===== src/rtl/rtl_handshake_source_if.sv =====
// rtl/rtl_handshake_source_if.sv - ready/valid bundle between the handshake source and its upstream/consumers
// master is the source's view; slave is the producer/consumer side that faces it.
interface rtl_handshake_source_if #(
   parameter int WIDTH = 4,
   parameter int LANES = 3
);
   logic                 in_valid;
   logic                 in_ready;
   logic [WIDTH-1:0]     in1;
   logic [WIDTH-1:0]     in2;
   logic                 handshake_valid;
   logic                 handshake_ready;
   logic [LANES-1:0]     handshake_arr_valid;
   logic [LANES-1:0]     handshake_arr_ready;
   logic                 out;
   logic [2*WIDTH-1:0]   out_data;

   modport master (
      input  in_valid, in1, in2, handshake_ready, handshake_arr_ready,
      output in_ready, handshake_valid, handshake_arr_valid, out, out_data
   );

   modport slave (
      output in_valid, in1, in2, handshake_ready, handshake_arr_ready,
      input  in_ready, handshake_valid, handshake_arr_valid, out, out_data
   );
endinterface


===== src/rtl/rtl_handshake_source.sv =====
// rtl/rtl_handshake_source.sv - FIFO-buffered producer forking each head entry to one primary and LANES consumers
// An entry retires once every consumer has accepted it; head payload is held in registers.
module rtl_handshake_source #(
   parameter int WIDTH = 4,
   parameter int DEPTH = 2,
   parameter int LANES = 3
) (
   input  logic                  CLK,
   input  logic                  ASYNCRESETN,
   rtl_handshake_source_if.master hs
);
   localparam int PW = $clog2(DEPTH);
   localparam int CW = PW + 1;
   localparam int DW = 2 * WIDTH;
   localparam int EW = DW + 1;

   logic [EW-1:0]    storage [DEPTH];
   logic [PW-1:0]    wr_ptr;
   logic [PW-1:0]    rd_ptr;
   logic [CW-1:0]    count;
   logic             prim_done;
   logic [LANES-1:0] lane_done;
   logic             in_ready_q;
   logic             out_q;
   logic [DW-1:0]    data_q;

   logic             empty;
   logic             push;
   logic             retire;
   logic             prim_acc;
   logic [LANES-1:0] lane_acc;
   logic [EW-1:0]    push_entry;
   logic [EW-1:0]    head_next;
   logic [PW-1:0]    rd_ptr_next;
   logic [CW-1:0]    count_next;
   logic [CW-1:0]    remain;

   assign empty   = (count == '0);
   assign push    = hs.in_valid & in_ready_q;

   assign hs.in_ready            = in_ready_q;
   assign hs.handshake_valid     = !empty & !prim_done;
   assign hs.handshake_arr_valid = {LANES{!empty}} & ~lane_done;
   assign hs.out                 = out_q;
   assign hs.out_data            = data_q;

   assign prim_acc = hs.handshake_valid & hs.handshake_ready;
   assign lane_acc = hs.handshake_arr_valid & hs.handshake_arr_ready;

   // Retire when every consumer has accepted, whether earlier or right now.
   assign retire = !empty & (prim_done | prim_acc) & (&(lane_done | lane_acc));

   assign push_entry  = {hs.in2, hs.in1, (|hs.in1) & (&hs.in1)};
   assign rd_ptr_next = rd_ptr + PW'(retire);
   assign count_next  = count + CW'(push) - CW'(retire);
   assign remain      = count - CW'(retire);

   // The next head is either an already-stored entry or the one being pushed now.
   always_comb begin
      head_next = push_entry;
      if (remain != '0) begin
         head_next = storage[rd_ptr_next];
      end
   end

   always_ff @(posedge CLK or negedge ASYNCRESETN) begin
      if (!ASYNCRESETN) begin
         for (int i = 0; i < DEPTH; i++) begin
            storage[i] <= '0;
         end
         wr_ptr     <= '0;
         rd_ptr     <= '0;
         count      <= '0;
         prim_done  <= 1'b0;
         lane_done  <= '0;
         in_ready_q <= 1'b0;
         out_q      <= 1'b0;
         data_q     <= '0;
      end else begin
         if (push) begin
            storage[wr_ptr] <= push_entry;
            wr_ptr          <= wr_ptr + PW'(1);
         end

         rd_ptr     <= rd_ptr_next;
         count      <= count_next;
         in_ready_q <= (count_next != CW'(DEPTH));

         if (retire) begin
            prim_done <= 1'b0;
            lane_done <= '0;
         end else begin
            prim_done <= prim_done | prim_acc;
            lane_done <= lane_done | lane_acc;
         end

         // While empty the head registers keep their last value.
         if (count_next != '0) begin
            out_q  <= head_next[0];
            data_q <= head_next[EW-1:1];
         end
      end
   end
endmodule


===== src/flat_wrapper.sv =====
// flat-port wrapper written by rule: the top's interface ports become plain ports
module rtl_handshake_source_flat 
#(
   parameter int WIDTH = 4,
   parameter int DEPTH = 2,
   parameter int LANES = 3
)
  (CLK, ASYNCRESETN, hs_in_valid, hs_in1, hs_in2, hs_handshake_ready, hs_handshake_arr_ready, hs_in_ready, hs_handshake_valid, hs_handshake_arr_valid, hs_out, hs_out_data);
  rtl_handshake_source_if #(.WIDTH(WIDTH), .LANES(LANES)) hs_i ();
  input  logic CLK;
  input  logic ASYNCRESETN;
  input wire logic [$bits(hs_i.in_valid)-1:0] hs_in_valid;
  input wire logic [$bits(hs_i.in1)-1:0] hs_in1;
  input wire logic [$bits(hs_i.in2)-1:0] hs_in2;
  input wire logic [$bits(hs_i.handshake_ready)-1:0] hs_handshake_ready;
  input wire logic [$bits(hs_i.handshake_arr_ready)-1:0] hs_handshake_arr_ready;
  output wire logic [$bits(hs_i.in_ready)-1:0] hs_in_ready;
  output wire logic [$bits(hs_i.handshake_valid)-1:0] hs_handshake_valid;
  output wire logic [$bits(hs_i.handshake_arr_valid)-1:0] hs_handshake_arr_valid;
  output wire logic [$bits(hs_i.out)-1:0] hs_out;
  output wire logic [$bits(hs_i.out_data)-1:0] hs_out_data;
  assign hs_i.in_valid = hs_in_valid;
  assign hs_i.in1 = hs_in1;
  assign hs_i.in2 = hs_in2;
  assign hs_i.handshake_ready = hs_handshake_ready;
  assign hs_i.handshake_arr_ready = hs_handshake_arr_ready;
  assign hs_in_ready = hs_i.in_ready;
  assign hs_handshake_valid = hs_i.handshake_valid;
  assign hs_handshake_arr_valid = hs_i.handshake_arr_valid;
  assign hs_out = hs_i.out;
  assign hs_out_data = hs_i.out_data;
  rtl_handshake_source #(.WIDTH(WIDTH), .DEPTH(DEPTH), .LANES(LANES)) u_core (.CLK(CLK), .ASYNCRESETN(ASYNCRESETN), .hs(hs_i));
endmodule

===== config.mk =====
export PLATFORM = sky130hd
export DESIGN_NAME = rtl_handshake_source_flat
export DESIGN_NICKNAME = d
export VERILOG_FILES = /design/src/rtl/rtl_handshake_source_if.sv /design/src/rtl/rtl_handshake_source.sv /design/src/flat_wrapper.sv
export SDC_FILE = /design/constraint.sdc
export NUM_CORES = 1
export LEC_CHECK = 0
export CAP_MARGIN = 10
export CORE_ASPECT_RATIO = 0.8
export CORE_MARGIN = 5
export CORE_UTILIZATION = 45
export DETAILED_ROUTE_END_ITERATION = 6
export PLACE_DENSITY_LB_ADDON = 0.12
export SYNTH_ARGS = -nofsm -noshare
export SYNTH_HDL_FRONTEND = slang
export SYNTH_SLANG_ARGS = --single-unit

===== constraint.sdc =====
create_clock -name CLK -period 3.2 [get_ports CLK]
set_input_delay 0.64 -clock CLK [delete_from_list [all_inputs] [get_ports CLK]]
set_output_delay 0.64 -clock CLK [all_outputs]
set_load 0.02 [all_outputs]

==> reports/metrics.yaml <==
outcome: "completed"
wl_per_cell_um: 15.8
clock_skew_ps: 5.26
cts_tree: "done"
initial_core_util_pct: 46.2
worstMarginPinSlew_ps: 566
grt_pass1_vias: 1519
post_cts_resized: 0
antenna_found_initial: 0
drt_pass1_iterations: 4
grt.total_usage_pct: 18.3
p_comb_share_pct: 61.1
cts_hold_repair.buffers: 0
p_seq_share_pct: 27.5
ant_nets: 0
max_freq_mhz: 365
worstSetupPathType: "in -> reg"
r2r_cells: 9
clk_path_buf_depth: 2
synthSimpleGateAreaFrac_pct: 15.2
drc: 0
root_buffer: "clkbuf_8"
cp-start-kind: "input pin"
tns_ps: 0
worstPathRequired_ps: 3370
worst_setup_path_end_kind: "flip-flop"
grt_pass1_wl_um: 7360
crit_family: "buffers and inverters"
p_sw_mw: 1.21
max_cap_viol_count: 0
synth_mux_area_share_pct: 10.9
ys_seq_area_share_pct: 51.6
grt_max_degree: 37
drv_slew: 0
period_share_pct: 85.5
nFillCells: 318
path_cells: "clkdlybuf4s50_1, o22ai_2, nor3_1, ha_1, clkinv_1, ha_1, xor2_1, nor3b_2, buf_4, a21oi_1, a32o_1"
syn_area_mm2: 0.00175
pin_count: 29
placed_area_mm2: 0.00217
synth_top_family_by_area: "compound AO/OA/AOI/OAI gates"
min_from: "u_core.wr_ptr"
h-tree-depth: 2
place_congestion: 0.751
p_int_mw: 1.83
synth_warnings: 0
clkTransAtPathRegs_ps: 70
timing.rr.end: "u_core.hs.out_data[2]"
ys_types: 33
syn-num-nets: 175
drtIter0Drc: 110
hold_path.class: "reg -> reg"
cp_slowest_cell: "clkdlybuf4s50_1"
p_sw_share_pct: 39.9
power.leakage_nw: 0.927
area_growth_pct: 29.8
overflow: 0
synth_xor_area_share_pct: 2.44
syn_inst: 158
routed_wl_um: 4040
cts.sinks: 36
rrSetupSlack_ps: 670
ir_drop_mv: 0.529
holdPathEnd: "u_core.wr_ptr"
worst_ep_arrival_time_ps: 2900
rows: 20
crit_buf_inv: 3
rsz0062_at_grt: "no"
slowest_delay_ps: 500
critPathMostFrequentCell: "ha_1"
r2r_start: "u_core.count[1]"
postCtsSetupBuffers: 0
chipWidth_um: 79.7
drive_above_1_share_pct: 20.4
path_max_fanout: 4
die_h_um: 65.7
postLayoutCellArea_mm2: 0.00227
synthAdderAreaFrac_pct: 1.43
diodes: 0
dieArea_mm2: 0.00524
cts_buffers: 5
place_inst: 249
period_minus_slack_ps: 2740
ys_ff_latch: 36
place_hpwl_um: 2860
clockPowerShare_pct: 11.4
synth_compound_area_share_pct: 16.1
p_per_area_mw_per_mm2: 1340
syn_area_per_cell_um2: 11.1
vias_per_cell: 5.50
max-slew-margin-rel_pct: 62.3
nets: 218
clk-insertion-delay-late_ps: 280
hold_viol: 0
finalNonFillerCells: 256
final-setup-viol-count: 0
holdPathStages: 1
vias: 1408
core-area_mm2: 0.00378
portBuffers: 28
==> cell usage in the layout (no fill, tap or decap), types with 2 or more instances in the layout <==
master | synthesis | routed
nand2b_1 | 3 | 3
mux2_1 | 2 | 2
nor2_1 | 17 | 17
o21ai_1 | 7 | 7
o22ai_1 | 9 | 9
clkdlybuf4s50_1 | 0 | 28
inv_1 | 2 | 2
xor2_1 | 2 | 2
nor2b_1 | 2 | 2
or4_1 | 8 | 8
dfrtp_1 | 36 | 36
and2_1 | 2 | 2
mux2_2 | 14 | 14
a21oi_1 | 13 | 13
clkbuf_8 | 0 | 7
ha_1 | 2 | 2
nor4_1 | 2 | 2
nor2_2 | 2 | 2
nand2_1 | 6 | 6
a32o_1 | 8 | 8
o21ai_0 | 3 | 3
buf_4 | 0 | 14
==> metal layers <==
layer | up-vias | wire, um | global-route usage (%)
met5 | - | 0 | 0
met4 | 0 | 62 | 6.44
met3 | 7 | 196 | 4.52
met2 | 26 | 1860 | 28.0
met1 | 698 | 1920 | 25.3
li1 | 677 | - | -
==> cells by family after synthesis <==
kind of cell | after synthesis
and+or+nand+nor | 48
AOI/OAI and AO/OA | 43
DFF | 36
muxes | 17
buffers and inverters | 9
xor gates and xnor gates | 3
adders and majority gates | 2
==> metrics by stage <==
stage	hold slack (ps)	util, %	setup slack (ps)	power (mW)
after floorplan	344	-	90.5	2.04
after global placement	468	57.5	231	2.65
after detailed placement	473	57.5	169	2.71
after CTS	482	60.0	460	3.06
after global routing	507	60.0	278	3.31
final	478	60.0	464	3.04
==> cell usage after synthesis <==
cell / n / area, um2
dfrtp_1: 36 / 901
nor2_1: 17 / 63.8
mux2_2: 14 / 158
a21oi_1: 13 / 65.1
o22ai_1: 9 / 56.3
a32o_1: 8 / 80.1
or4_1: 8 / 60.1
o21ai_1: 7 / 35.0
nand2_1: 6 / 22.5
clkbuf_1: 5 / 18.8
nand2b_1: 3 / 18.8
o21ai_0: 3 / 15.0
and2_1: 2 / 12.5
ha_1: 2 / 25.0
inv_1: 2 / 7.51
mux2_1: 2 / 22.5
nor2_2: 2 / 12.5
nor2b_1: 2 / 12.5
nor4_1: 2 / 12.5
xor2_1: 2 / 17.5
buf_6: 1 / 11.3
clkinv_1: 1 / 3.75
mux2i_1: 1 / 10.0
nand4_1: 1 / 6.26
nor3_1: 1 / 5.00
nor3b_1: 1 / 7.51
nor3b_2: 1 / 12.5
nor4_2: 1 / 12.5
o22ai_2: 1 / 12.5
o31a_1: 1 / 8.76
o32ai_1: 1 / 8.76
or2_1: 1 / 6.26
xor3_2: 1 / 25.0
==> power groups by stage <==
stage / Sequential [mW] / Combinational, mW / Clock (mW)
floorplan: 0.891 / 1.15 / 0
CTS: 0.838 / 1.87 / 0.354
global route: 0.869 / 2.06 / 0.378
global placement: 0.833 / 1.82 / 0
finish: 0.838 / 1.86 / 0.345
detailed placement: 0.845 / 1.86 / 0
==> flip-flops by register name, summed over array words and instances (netlist names) <==
signal              count
u_core.storage         18
u_core.hs.out_data      8
u_core.lane_done        3
u_core.count            2
u_core.hs.in_ready      1
u_core.hs.out           1
u_core.prim_done        1
u_core.rd_ptr           1
u_core.wr_ptr           1
==> worst register-to-register path: stages, from the launching register on <==
cell and delay, ps:
dfrtp_1 420, nor2_2 360, nor3_1 140, ha_1 310, clkinv_1 80, ha_1 390
nor3b_2 220, buf_4 160, a21oi_1 50, a32o_1 280
==> worst max path at each step <==
stage	cells after the start	end	from	slack (ps)
CTS	11	u_core.hs.out_data[0]	hs_handshake_arr_ready[0]	460
global route	11	u_core.hs.out_data[2]	hs_handshake_arr_ready[2]	280
global placement	11	u_core.hs.out_data[3]	hs_handshake_arr_ready[0]	230
detailed placement	11	u_core.hs.out_data[0]	hs_handshake_arr_ready[0]	170
floorplan	9	u_core.hs.out_data[0]	hs_handshake_ready	90
finish	11	u_core.hs.out_data[2]	hs_handshake_arr_ready[0]	460
==> cell type report <==
| type | count | area, um2 | share of cell area [%] |
|---|---|---|---|
| repair buffers | 42 | 385 | 17.0 |
| inverters | 3 | 11.3 | 0.497 |
| clock buffers | 7 | 96.3 | 4.25 |
| well taps | 55 | 68.8 | 3.04 |
| multi-input cells | 113 | 805 | 35.5 |
| flip-flops and latches | 36 | 901 | 39.7 |
(Power assumes the default switching activity.)
==> variant (same settings) <==
`WIDTH` is set to 4 in 3 places; all go to 6.
--- a/src/rtl/rtl_handshake_source_if.sv
+++ b/src/rtl/rtl_handshake_source_if.sv
@@ -3,3 +3,3 @@
 interface rtl_handshake_source_if #(
-   parameter int WIDTH = 4,
+   parameter int WIDTH = 6,
    parameter int LANES = 3
--- a/src/rtl/rtl_handshake_source.sv
+++ b/src/rtl/rtl_handshake_source.sv
@@ -3,3 +3,3 @@
 module rtl_handshake_source #(
-   parameter int WIDTH = 4,
+   parameter int WIDTH = 6,
    parameter int DEPTH = 2,
--- a/src/flat_wrapper.sv
+++ b/src/flat_wrapper.sv
@@ -3,3 +3,3 @@
 #(
-   parameter int WIDTH = 4,
+   parameter int WIDTH = 6,
    parameter int DEPTH = 2,
Ports: changed (resized hs_in1, hs_in2 and hs_out_data); port bits go from 29 to 37. The function was not compared with the original's and may differ.
==> variant against the original RTL <==
Worst hold slack worse by 130 ps. Wire length up 39%. Worst setup slack worse by 71 ps. Die area up 38%. Area after synthesis up 45%. Cell area up 36%. Sequential cell count up 12. Power up 37%. Sequential power up 34%.
==> variant: results (changes against the original RTL) <==
| Metric | Value |
|---|---|
| Run status | `completed` |
| DRT met1 WL | `2.723 mm (+42%)` |
| Min-delay worst type | `in2async` |
| Synth Area in Compound Gates | `0.2010 (+0.03982)` |
| First-pass GRT wire length | `9.501 mm (+29%)` |
| Crit path DAT | `2990 ps (+90 ps)` |
| DR WL met2 | `2.656 mm (+43%)` |
| Seq group | `1.12 mW (+34%)` |
| Syn Nets | `249 (+42%)` |
| Hpwl dp | `3.855 mm (+35%)` |
| Top post-synthesis cells by count | `48 x dfrtp_1, 24 x mux2_2, 23 x nor2_1, 18 x nand2_1, 14 x o21ai_0` |
| Mux contribution to synthesized area | `0.1069 (-0.001952)` |
| Combinational Power | `2.60 mW (+40%)` |
| Max incr delay on CP | `520 ps (+20 ps)` |
| Nets@finish | `286 (+31%)` |
| XOR/XNOR share of the synthesized area | `0.01634 (-0.008019)` |
| Layout cell share with drive strength beyond 1 | `0.2368 (+0.03286)` |
| Crit-path max FO | `12 (+8)` |
| Synth top area cells | `dfrtp_1 48%, mux2_2 11%, a2bb2oi_1 4.2%` |
| Total GRT Usage | `0.1663 (-0.01709)` |
| Worst-Skew Late Latency | `300 ps (+20 ps)` |
| Reg clk slew, reported paths | `90 ps (+20 ps)` |
| Mean number of vias per cell | `5.407 (-1.7%)` |
| Number of fill cells in the layout | `505 (+59%)` |
| Number of flip-flops in the largest register | `26 (+8)` |
| Worst reg-to-reg setup slack | `830 ps (+160 ps)` |
| DRT iter0 DRCs | `74 (-33%)` |
| Mapped Cells | `228 (+44%)` |
| PortBufs | `36 (+29%)` |
| Fin cells | `344 (+34%)` |
| Leakage power | `1.242 nW (+34%)` |
| Area after DPL | `2954 sq um (+36%)` |
| Hold slack | `350.3 ps (-127.7 ps)` |
| Largest net degree at the start of global routing | `49 (+32%)` |
| Metal3 WL | `204 um (+4.1%)` |
| Slew Limit Headroom | `0.4790 (-0.1438)` |
| Vias in the first global route | `1896 (+25%)` |
| Seq/Total Area, Yosys | `0.4752 (-0.04051)` |
| Adder-cell share of the synthesized area | `0.009901 (-0.004426)` |
==> variant: path summary, 6_finish.rpt <==
path                                                 from  depth (start not counted)                     to
worst max-delay path            hs_handshake_arr_ready[0]                         11  u_core.hs.out_data[6]
worst min-delay path                          ASYNCRESETN                          1    u_core.lane_done[1]
worst max register to register        u_core.lane_done[0]                         10  u_core.hs.out_data[6]
worst min register to register      u_core.hs.out_data[5]                          2  u_core.hs.out_data[5]
max in group asynchronous                     ASYNCRESETN                          2  u_core.hs.out_data[7]
min in group CLK                    u_core.hs.out_data[5]                          2  u_core.hs.out_data[5]
==> variant: final cells by class <==
type / count / area [sq um] / share of cell area
flip-flops and latches: 48 / 1201 / 0.3888
inverters: 3 / 11.26 / 0.003645
well taps: 78 / 97.59 / 0.03159
clock inverters: 2 / 35.03 / 0.01134
repair buffers: 47 / 457.9 / 0.1482
multi-input cells: 160 / 1214 / 0.3929
clock buffers: 6 / 72.57 / 0.02349
==> variant: metal layers <==
| layer | global-route usage | up-vias |
|---|---|---|
| li1 | - | 910 |
| met1 | 0.2391 | 911 |
| met2 | 0.2551 | 34 |
| met3 | 0.03425 | 5 |
| met4 | 0.04329 | 0 |
| met5 | 0 | - |
==> variant: stage by stage <==
| stage | power, mW | setup WS (ps) | util |
|---|---|---|---|
| 6_report | 4.155 | 392.5 | 0.5652 |
| 5_1_grt | 4.464 | 231.3 | 0.5652 |
| 4_1_cts | 4.181 | 389.4 | 0.5602 |
| 3_5_place_dp | 3.745 | 66.33 | 0.5405 |
| 3_3_place_gp | 3.691 | 235.5 | 0.5405 |
| 2_1_floorplan | 3.015 | 200.0 | - |
==> variant: cell families after synthesis <==
group                      Yosys count
AOI/OAI and AO/OA                   64
DFF                                 48
buffers and inverters               20
muxes                               24
adders and majority gates            2
xor gates and xnor gates             3
and+or+nand+nor                     67
